--- src/rtl/ramb4_arb_pkg.sv ---
// Shared sizes and state encoding for the two-requester RAMB4_S8 port A controller.
package ramb4_arb_pkg;

   localparam int ADDR_W = 9;
   localparam int DATA_W = 8;
   localparam int DEPTH  = 512;

   localparam logic [ADDR_W-1:0] LAST_ADDR = ADDR_W'(DEPTH - 1);

   typedef enum logic {
      CLEAR,
      RUN
   } state_t;

endpackage

--- src/rtl/ramb4_arb_rr.sv ---
// Two-way round-robin picker: one-hot select among eligible requesters, pointer flips
// to the other requester whenever a grant is actually taken (i_adv).
module ramb4_arb_rr (
   input  logic       CLK,
   input  logic       RST_N,
   input  logic [1:0] i_elig,
   input  logic       i_adv,
   output logic [1:0] o_sel
);

   logic r_pri;

   always_comb begin
      o_sel = i_elig;
      if (&i_elig) begin
         o_sel = r_pri ? 2'b10 : 2'b01;
      end
   end

   // NOTE: sequential state uses non-blocking assignments so every flop samples pre-edge values.
   always_ff @(posedge CLK or negedge RST_N) begin
      if (!RST_N) begin
         r_pri <= 1'b0;
      end else if (i_adv) begin
         r_pri <= o_sel[0];
      end
   end

endmodule

--- src/rtl/ramb4_s8_arb2.sv ---
// Round-robin access controller for RAMB4_S8_S8 port A with optional zero-fill after reset.
// Define RAMB4_ARB_COLLISION_EN to withhold port A accesses that collide with port B.
module ramb4_s8_arb2
   import ramb4_arb_pkg::*;
#(
   parameter bit CLEAR_ON_RESET = 1'b0
) (
   input  logic              CLK,
   input  logic              RST_N,
   input  logic              REQ0,
   input  logic              REQ1,
   input  logic              WE0,
   input  logic              WE1,
   input  logic [ADDR_W-1:0] ADDR0,
   input  logic [ADDR_W-1:0] ADDR1,
   input  logic [DATA_W-1:0] DI0,
   input  logic [DATA_W-1:0] DI1,
   output logic              GNT0,
   output logic              GNT1,
   output logic              RVLD0,
   output logic              RVLD1,
   output logic [DATA_W-1:0] DO,
   output logic              BUSY,
   output logic              ENA,
   output logic              WEA,
   output logic [ADDR_W-1:0] ADDRA,
   output logic [DATA_W-1:0] DIA,
   output logic              RSTA,
   input  logic [DATA_W-1:0] DOA,
   input  logic              ENB_NXT,
   input  logic              WEB_NXT,
   input  logic [ADDR_W-1:0] ADDRB_NXT
);

   state_t            r_state;
   logic [ADDR_W-1:0] r_cnt;
   logic              r_ena;
   logic              r_wea;
   logic [ADDR_W-1:0] r_addra;
   logic [DATA_W-1:0] r_dia;
   logic [1:0]        r_gnt;
   logic [1:0]        r_rvld;
   logic              r_busy;

   logic [1:0]        w_elig;
   logic [1:0]        w_sel;
   logic              w_cand_valid;
   logic              w_cand_we;
   logic [ADDR_W-1:0] w_cand_addr;
   logic [DATA_W-1:0] w_cand_di;
   logic              w_stall;
   logic              w_go;
   logic              w_grant;

   // A request that is being acknowledged this cycle must not be taken a second time.
   assign w_elig = {REQ1 & ~r_gnt[1], REQ0 & ~r_gnt[0]} & {2{r_state == RUN}};

   ramb4_arb_rr u_rr (
      .CLK    (CLK),
      .RST_N  (RST_N),
      .i_elig (w_elig),
      .i_adv  (w_grant),
      .o_sel  (w_sel)
   );

   always_comb begin
      w_cand_we   = 1'b1;
      w_cand_addr = r_cnt;
      w_cand_di   = '0;
      if (r_state == RUN) begin
         if (w_sel[1]) begin
            w_cand_we   = WE1;
            w_cand_addr = ADDR1;
            w_cand_di   = DI1;
         end else begin
            w_cand_we   = WE0;
            w_cand_addr = ADDR0;
            w_cand_di   = DI0;
         end
      end
   end

   assign w_cand_valid = (r_state == CLEAR) | (|w_sel);

`ifdef RAMB4_ARB_COLLISION_EN
   assign w_stall = w_cand_valid & ENB_NXT & (ADDRB_NXT == w_cand_addr) & (w_cand_we | WEB_NXT);
`else
   logic w_unused_portb;
   assign w_unused_portb = ^{ENB_NXT, WEB_NXT, ADDRB_NXT};
   assign w_stall        = 1'b0;
`endif

   assign w_go    = w_cand_valid & ~w_stall;
   assign w_grant = w_go & (r_state == RUN);

   always_ff @(posedge CLK or negedge RST_N) begin
      if (!RST_N) begin
         r_state <= CLEAR_ON_RESET ? CLEAR : RUN;
         r_cnt   <= '0;
         r_ena   <= 1'b0;
         r_wea   <= 1'b0;
         r_addra <= '0;
         r_dia   <= '0;
         r_gnt   <= 2'b00;
         r_rvld  <= 2'b00;
         r_busy  <= CLEAR_ON_RESET;
      end else begin
         r_busy <= (r_state == CLEAR);
         r_rvld <= r_gnt & {2{~r_wea}};
         r_gnt  <= w_grant ? w_sel : 2'b00;
         r_ena  <= w_go;
         r_wea  <= w_go & w_cand_we;
         if (w_go) begin
            r_addra <= w_cand_addr;
            r_dia   <= w_cand_di;
         end
         // The fill stops on the last address rather than wrapping.
         if ((r_state == CLEAR) && w_go) begin
            if (r_cnt == LAST_ADDR) begin
               r_state <= RUN;
            end else begin
               r_cnt <= r_cnt + 1'b1;
            end
         end
      end
   end

   assign GNT0  = r_gnt[0];
   assign GNT1  = r_gnt[1];
   assign RVLD0 = r_rvld[0];
   assign RVLD1 = r_rvld[1];
   assign DO    = DOA;
   assign BUSY  = r_busy;
   assign ENA   = r_ena;
   assign WEA   = r_wea;
   assign ADDRA = r_addra;
   assign DIA   = r_dia;
   assign RSTA  = 1'b0;

endmodule

--- config.mk ---
export PLATFORM = sky130hd
export DESIGN_NAME = ramb4_s8_arb2
export DESIGN_NICKNAME = d
export VERILOG_FILES = /design/src/rtl/ramb4_arb_pkg.sv /design/src/rtl/ramb4_arb_rr.sv /design/src/rtl/ramb4_s8_arb2.sv
export SDC_FILE = /design/constraint.sdc
export NUM_CORES = 1
export LEC_CHECK = 0
export CORE_MARGIN = 8
export CORE_UTILIZATION = 45
export CTS_CLUSTER_DIAMETER = 30
export DETAILED_ROUTE_END_ITERATION = 10
export DONT_BUFFER_PORTS = 1
export SYNTH_ARGS = -nofsm -noshare
export SYNTH_HDL_FRONTEND = slang
export SYNTH_SLANG_ARGS = --single-unit
--- constraint.sdc ---
create_clock -name CLK -period 4.3 [get_ports CLK]
set_clock_uncertainty 0.15 [all_clocks]
set_input_delay 0.86 -clock CLK [delete_from_list [all_inputs] [get_ports CLK]]
set_output_delay 0.86 -clock CLK [all_outputs]
set_load 0.1 [all_outputs]
==> impl_metrics.csv, run 1 <==
group,metric,value,unit
run_status,status,"finished, final reports clean",
setup_path,cp_cell_sequence,"nor2b_2 -> o21a_1 -> a221o_1",
floorplanning,die_area,4352,sq um
detailed_routing,met3WireLength,358,microns
setup_path,r2r_setup_slack,1.75,ns
synthesis,ys_types,20,
synthesis,yosys.area.top_type,"dfrtp_1",
synthesis,yosysMostFrequentCell,"dfrtp_1",
floorplanning,initial_core_util,46.19,%
synthesis,netlist_area,1124,sq um
final_layout,final_cells,107,
global_routing,grt_pass1_vias,789,
timing,finalCritPeriodShare,59.25,%
timing,tightest_slew,0.9491,ns
synthesis,ys_seq_area_share,53.45,%
detailed_routing,drtIter0Drc,29,
synthesis,postSynth.asyncResetShare,100.0,%
clock_network,root_buffer,"clkbuf_4",
detailed_routing,met1_length,1.056,mm
timing,slew-limit-headroom,36.73,%
final_layout,fin_nets,137,
detailed_routing,vias,712,
synthesis,synth.top_cell.area_share,53.45,%
clock_network,postCtsHoldBufs,0,
timing,hold_viol,0,
detailed_routing,top_layer_used,"met4",
timing,period_needed,2.548,ns
global_routing,grt_max_degree,25,
detailed_routing,vias_per_cell,6.654,
setup_path,worst-path-max-fanout,19,
floorplanning,die_x,65.97,microns
setup_path,endpoint_kind,"flop",
timing,max_freq,392.5,MHz
timing,setup_viol,0,
floorplanning,die_h,65.97,microns
setup_path,worst_setup_path_start_kind,"flop",
place,gp_routability_congestion,0.6842,
detailed_routing,ant_nets,0,
final_layout,diodes,0,
clock_network,htreeDepth,1,
detailed_routing,wl,2.694,mm
synthesis,syn_area_per_cell,12.77,sq um
power,ir_drop,0.0003574,V
detailed_routing,drc_errors,0,
place,port_buffers,0,
place,placedCellCount,103,
clock_network,worstSkewPairLatency,0.32,ns
clock_network,cts_tree,"done",
clock_network,clk_pin_slew,0.15,ns
final_layout,drive_gt1_share,11.69,%
clock_network,cts.sinks,24,
setup_path,cpPeakStageDelay,0.77,ns
setup_path,required,4.40,ns
worst_hold_path,hold_path.class,"input pin to async pin",
power,power.leakage,0.0004522,uW
clock_network,clockBufferDepth,2,
synthesis,synth_edf_count,0,
synthesis,synth_warnings,0,
job,max-cap-violations,0,
global_routing,grt_overflow_total,0,
detailed_routing,wl_met2,1.263,mm
setup_path,slowest_stage,"dfrtp_1",
clock_network,cts_resized,0,
global_routing,antenna_found_initial,0,
clock_network,postCtsSetupBuffers,0,
setup_path,worst-endpoint-arrival,2.65,ns
synthesis,synth_seq_cells,24,
synthesis,synth_flop_cell,"dfrtp_1",
setup_path,critical_path_class,"flop to flop",
timing,rsz0062_at_grt,"false",
detailed_routing,routedWlPerCell,25.18,microns
power,power_density,776.4,nW/um^2
place,dp_hpwl,1.972,mm
synthesis,synth_commonest_cells,"dfrtp_1, a221o_1, nor3b_1",
global_routing,grt_pass1_wl,4.209,mm
synthesis,synthCells,88,
final_layout,syn_to_final_growth,-2.561,%
timing,setup_tns,0,ns
floorplanning,io-pin-count,92,
floorplanning,rows,18,
global_routing,grt_usage,12.25,%
timing,slew_violations,0,
synthesis,ys_top_cells_by_area,"dfrtp_1, a221o_1, nor3b_1, buf_4, buf_8",
clock_network,numCtsBuffers,3,
floorplanning,core,2432,sq um
detailed_routing,dr.pass1.iters,4,
==> where the power goes <==
part / internal [uW] / switching [uW]
clock network: 94.2 / 70.4
registers: 260 / 328
logic: 48.4 / 49.3
==> cell families (layout without fill, tap and decap cells) <==
group / Yosys count / after routing / synth area share [%]
other cells: 1 / 2 / 0.3338
mux: 1 / 1 / 0.8909
simple gates: 24 / 24 / 16.04
flops: 24 / 24 / 53.45
compound gates: 21 / 21 / 17.71
buf+inv: 17 / 5 / 11.58
==> placed cells by master (no fill, tap or decap) <==
cell        n
a21oi_2     1
buf_4       1
and2b_1     1
o21ai_0     1
or2_2       1
clkbuf_4    3
nor2b_1     2
o211ai_1    1
bufinv_16   1
conb_1      2
dfrtp_1    24
mux2i_1     1
nand2b_4    1
o21a_1      1
a221o_1    17
nor2b_2     1
nand2_1     1
nor3b_1    17
==> final cells by class <==
class / instances / area (sq um)
fill: 227 / 1338
sequential: 24 / 600.6
tap: 30 / 37.54
multi-input combinational: 48 / 396.6
clock buffer: 3 / 22.52
clock inverter: 1 / 30.03
timing repair buffer: 1 / 7.507
==> layer usage <==
layer / up-vias / GRT usage, %
li1: 299 / -
met3: 2 / 6.441
met4: 0 / 4.800
met5: - / 0
met2: 43 / 19.61
met1: 368 / 13.41
==> worst max-delay path, delay by kind of cell (launching register included) <==
family | cells | cell delay [ns]
AOI/OAI and AO/OA | 2 | 0.94
and+or+nand+nor | 1 | 0.61
DFF | 1 | 0.77
==> sequential cells by signal, indices dropped and copies added (netlist names) <==
register,count
ADDRA,9
DIA,8
ENA,1
WEA,1
r_gnt,2
r_rvld,2
u_rr.r_pri,1
==> metrics by stage <==
| stage | util, % | total power [uW] | area, sq um | setup WS, ns | hold slack (ns) |
|---|---|---|---|---|---|
| final | 45.01 | 850.1 | 1095 | 1.752 | 0.05937 |
| after CTS | 45.01 | 855.4 | 1095 | 1.759 | 0.04890 |
| after global placement | 42.85 | 688.4 | 1042 | 1.824 | 0.3691 |
| after global routing | 45.01 | 878.7 | 1095 | 1.625 | 0.03697 |
| after floorplan | - | 712.7 | 1127 | 2.167 | 0.3597 |
| after detailed placement | 42.85 | 692.6 | 1042 | 1.796 | 0.3830 |
==> path summary, 6_finish.rpt <==
path	to	depth (start not counted)	start
worst max-delay path	ADDRA[0]	3	r_gnt[1]
worst min-delay path	ADDRA[7]	0	RST_N
worst max register to register	ADDRA[0]	3	r_gnt[1]
worst min register to register	u_rr.r_pri	1	u_rr.r_pri
max in group asynchronous	DIA[4]	0	RST_N
min in group CLK	u_rr.r_pri	1	u_rr.r_pri
Power figures use the tool's default switching activity.
==> run 2: changes to the inputs <==
Clock period 4.3 ns to 2.1 ns, I/O delays scaled along.
==> run 2 against run 1 <==
  * Sequential power increased by 40%
  * Combinational power increased to 7.0 times the previous value
  * Die area unchanged
  * Worst hold slack improved by 0.016 ns
  * Flip-flop and latch count unchanged
  * Non-clock buffer count increased by 18
  * Design area increased by 11%
  * Largest cell class unchanged
  * Critical endpoint is now ADDRA[3]
  * Sequential share of layout area decreased by 5.5 points
  * Clock power increased by 46%
  * Setup slack got worse by 1.5 ns
  * Critical path type is now flop to output port
  * First-iteration DRC count decreased by 41%
==> impl_metrics.csv, run 2 (same netlist as run 1, synthesis figures left out) <==
group,metric,value,unit
timing,max_freq,541.7,MHz
place,post-place-ws,0.3501,ns
floorplanning,rows,18,
setup_path,worst_setup_path_start_kind,"flop",
place,gp_routability_congestion,0.6991,
setup_path,worst-path-max-fanout,2,
global_routing,grt_pass1_wl,4.153,mm
place,port_buffers,0,
final_layout,diodes,0,
timing,rsz0062_at_grt,"false",
detailed_routing,vias_per_cell,5.912,
power,power_density,1435,nW/um^2
global_routing,grt_pass1_vias,828,
clock_network,clockBufferDepth,2,
global_routing,grt_max_degree,25,
detailed_routing,drtIter0Drc,17,
run_status,status,"finished, final reports clean",
final_layout,largest_register_ff_count,9,
global_routing,antenna_found_initial,0,
timing,hold_viol,0,
final_layout,mostFrequentLayoutCell,"dfrtp_1",
detailed_routing,ant_nets,0,
final_layout,drive_gt1_share,27.37,%
final_layout,final_util,50.00,%
detailed_routing,vias,739,
timing,setup_viol,0,
place,dp_hpwl,2.096,mm
floorplanning,die_h,65.97,microns
power,ir_drop,0.0006481,V
timing,worst_slack,0.2539,ns
final_layout,syn_to_final_growth,8.241,%
setup_path,worst-endpoint-arrival,1.28,ns
timing,hold_ws,0.07586,ns
setup_path,critical_path_class,"flop to output port",
worst_hold_path,hold_path.class,"input pin to flop",
timing,slew_violations,0,
floorplanning,initial_core_util,46.19,%
clock_network,root_buffer,"clkbuf_4",
setup_path,required,1.53,ns
clock_network,cts_tree,"done",
final_layout,final_cells,125,
global_routing,grt_usage,12.15,%
detailed_routing,routedWlPerCell,22.10,microns
job,max-cap-violations,0,
global_routing,grt_overflow_total,0,
detailed_routing,dr.pass1.iters,4,
timing,tightest_slew,1.046,ns
final_layout,filler_cell_count,236,
timing,setup_tns,0,ns
final_layout,final_cell_mix,"dfrtp_1, buf_4, nor3b_1, a221o_1, clkbuf_4",
floorplanning,die_x,65.97,microns
clock_network,clk_pin_slew,0.13,ns
clock_network,cts.sinks,24,
floorplanning,core,2432,sq um
floorplanning,io-pin-count,92,
setup_path,endpoint_kind,"output port",
place,placedCellCount,120,
timing,finalCritPeriodShare,87.91,%
clock_network,cts_resized,0,
detailed_routing,drc_errors,0,
timing,period_needed,1.846,ns
clock_network,worstSkewPairLatency,0.31,ns
final_layout,fin_nets,155,
detailed_routing,wl,2.762,mm
floorplanning,die_area,4352,sq um
power,power.leakage,0.0005345,uW
clock_network,numCtsBuffers,3,
timing,slew-limit-headroom,30.04,%
clock_network,htreeDepth,1,
## run 2: layer usage
metal	global-route usage (%)	wire length [microns]	vias up
met5	0	0	-
met4	4.000	17	0
met3	5.932	367	2
met2	20.10	1360	38
met1	13.35	1017	364
li1	-	-	335
## run 2: cell type report
class | instances | area, sq um | share of cell area (%)
Timing Repair Buffer | 19 | 145.1 | 11.93
Multi-Input combinational cell | 48 | 396.6 | 32.61
Tap cell | 30 | 37.54 | 3.086
Sequential cell | 24 | 600.6 | 49.38
Clock buffer | 4 | 36.28 | 2.984
## run 2: power breakdown
| part | total [uW] | switching (uW) | internal (uW) |
|---|---|---|---|
| Combinational | 680 | 511 | 169 |
| Clock | 241 | 135 | 106 |
| Sequential | 824 | 283 | 540 |
| Total | 1750 | 930 | 815 |
## run 2: metrics by stage
stage | total power, uW | cell area (sq um)
floorplan | 1459 | 1127
global placement | 1498 | 1170
detailed placement | 1511 | 1170
CTS | 1759 | 1216
global route | 1810 | 1216
finish | 1745 | 1216
## run 2: what timing repair did
item,4_1_cts,5_1_grt
hold buffers,1,0
setup endpoints to repair,0,0
setup buffers,0,0
endpoints found under the hold margin,24,0
## run 2: worst paths after layout
kind | start | endpoint | cells past startpoint | slack [ns]
hold / removal | WE0 | WEA | 2 | 0.08
max in group asynchronous | RST_N | u_rr.r_pri | 1 | 0.59
min in group asynchronous | RST_N | r_rvld[1] | 1 | 0.57
setup / recovery | ADDRA[3] | ADDRA[3] | 0 | 0.25
hold reg to reg | WEA | r_rvld[1] | 1 | 0.33
setup reg to reg | r_gnt[0] | ADDRA[8] | 3 | 0.36
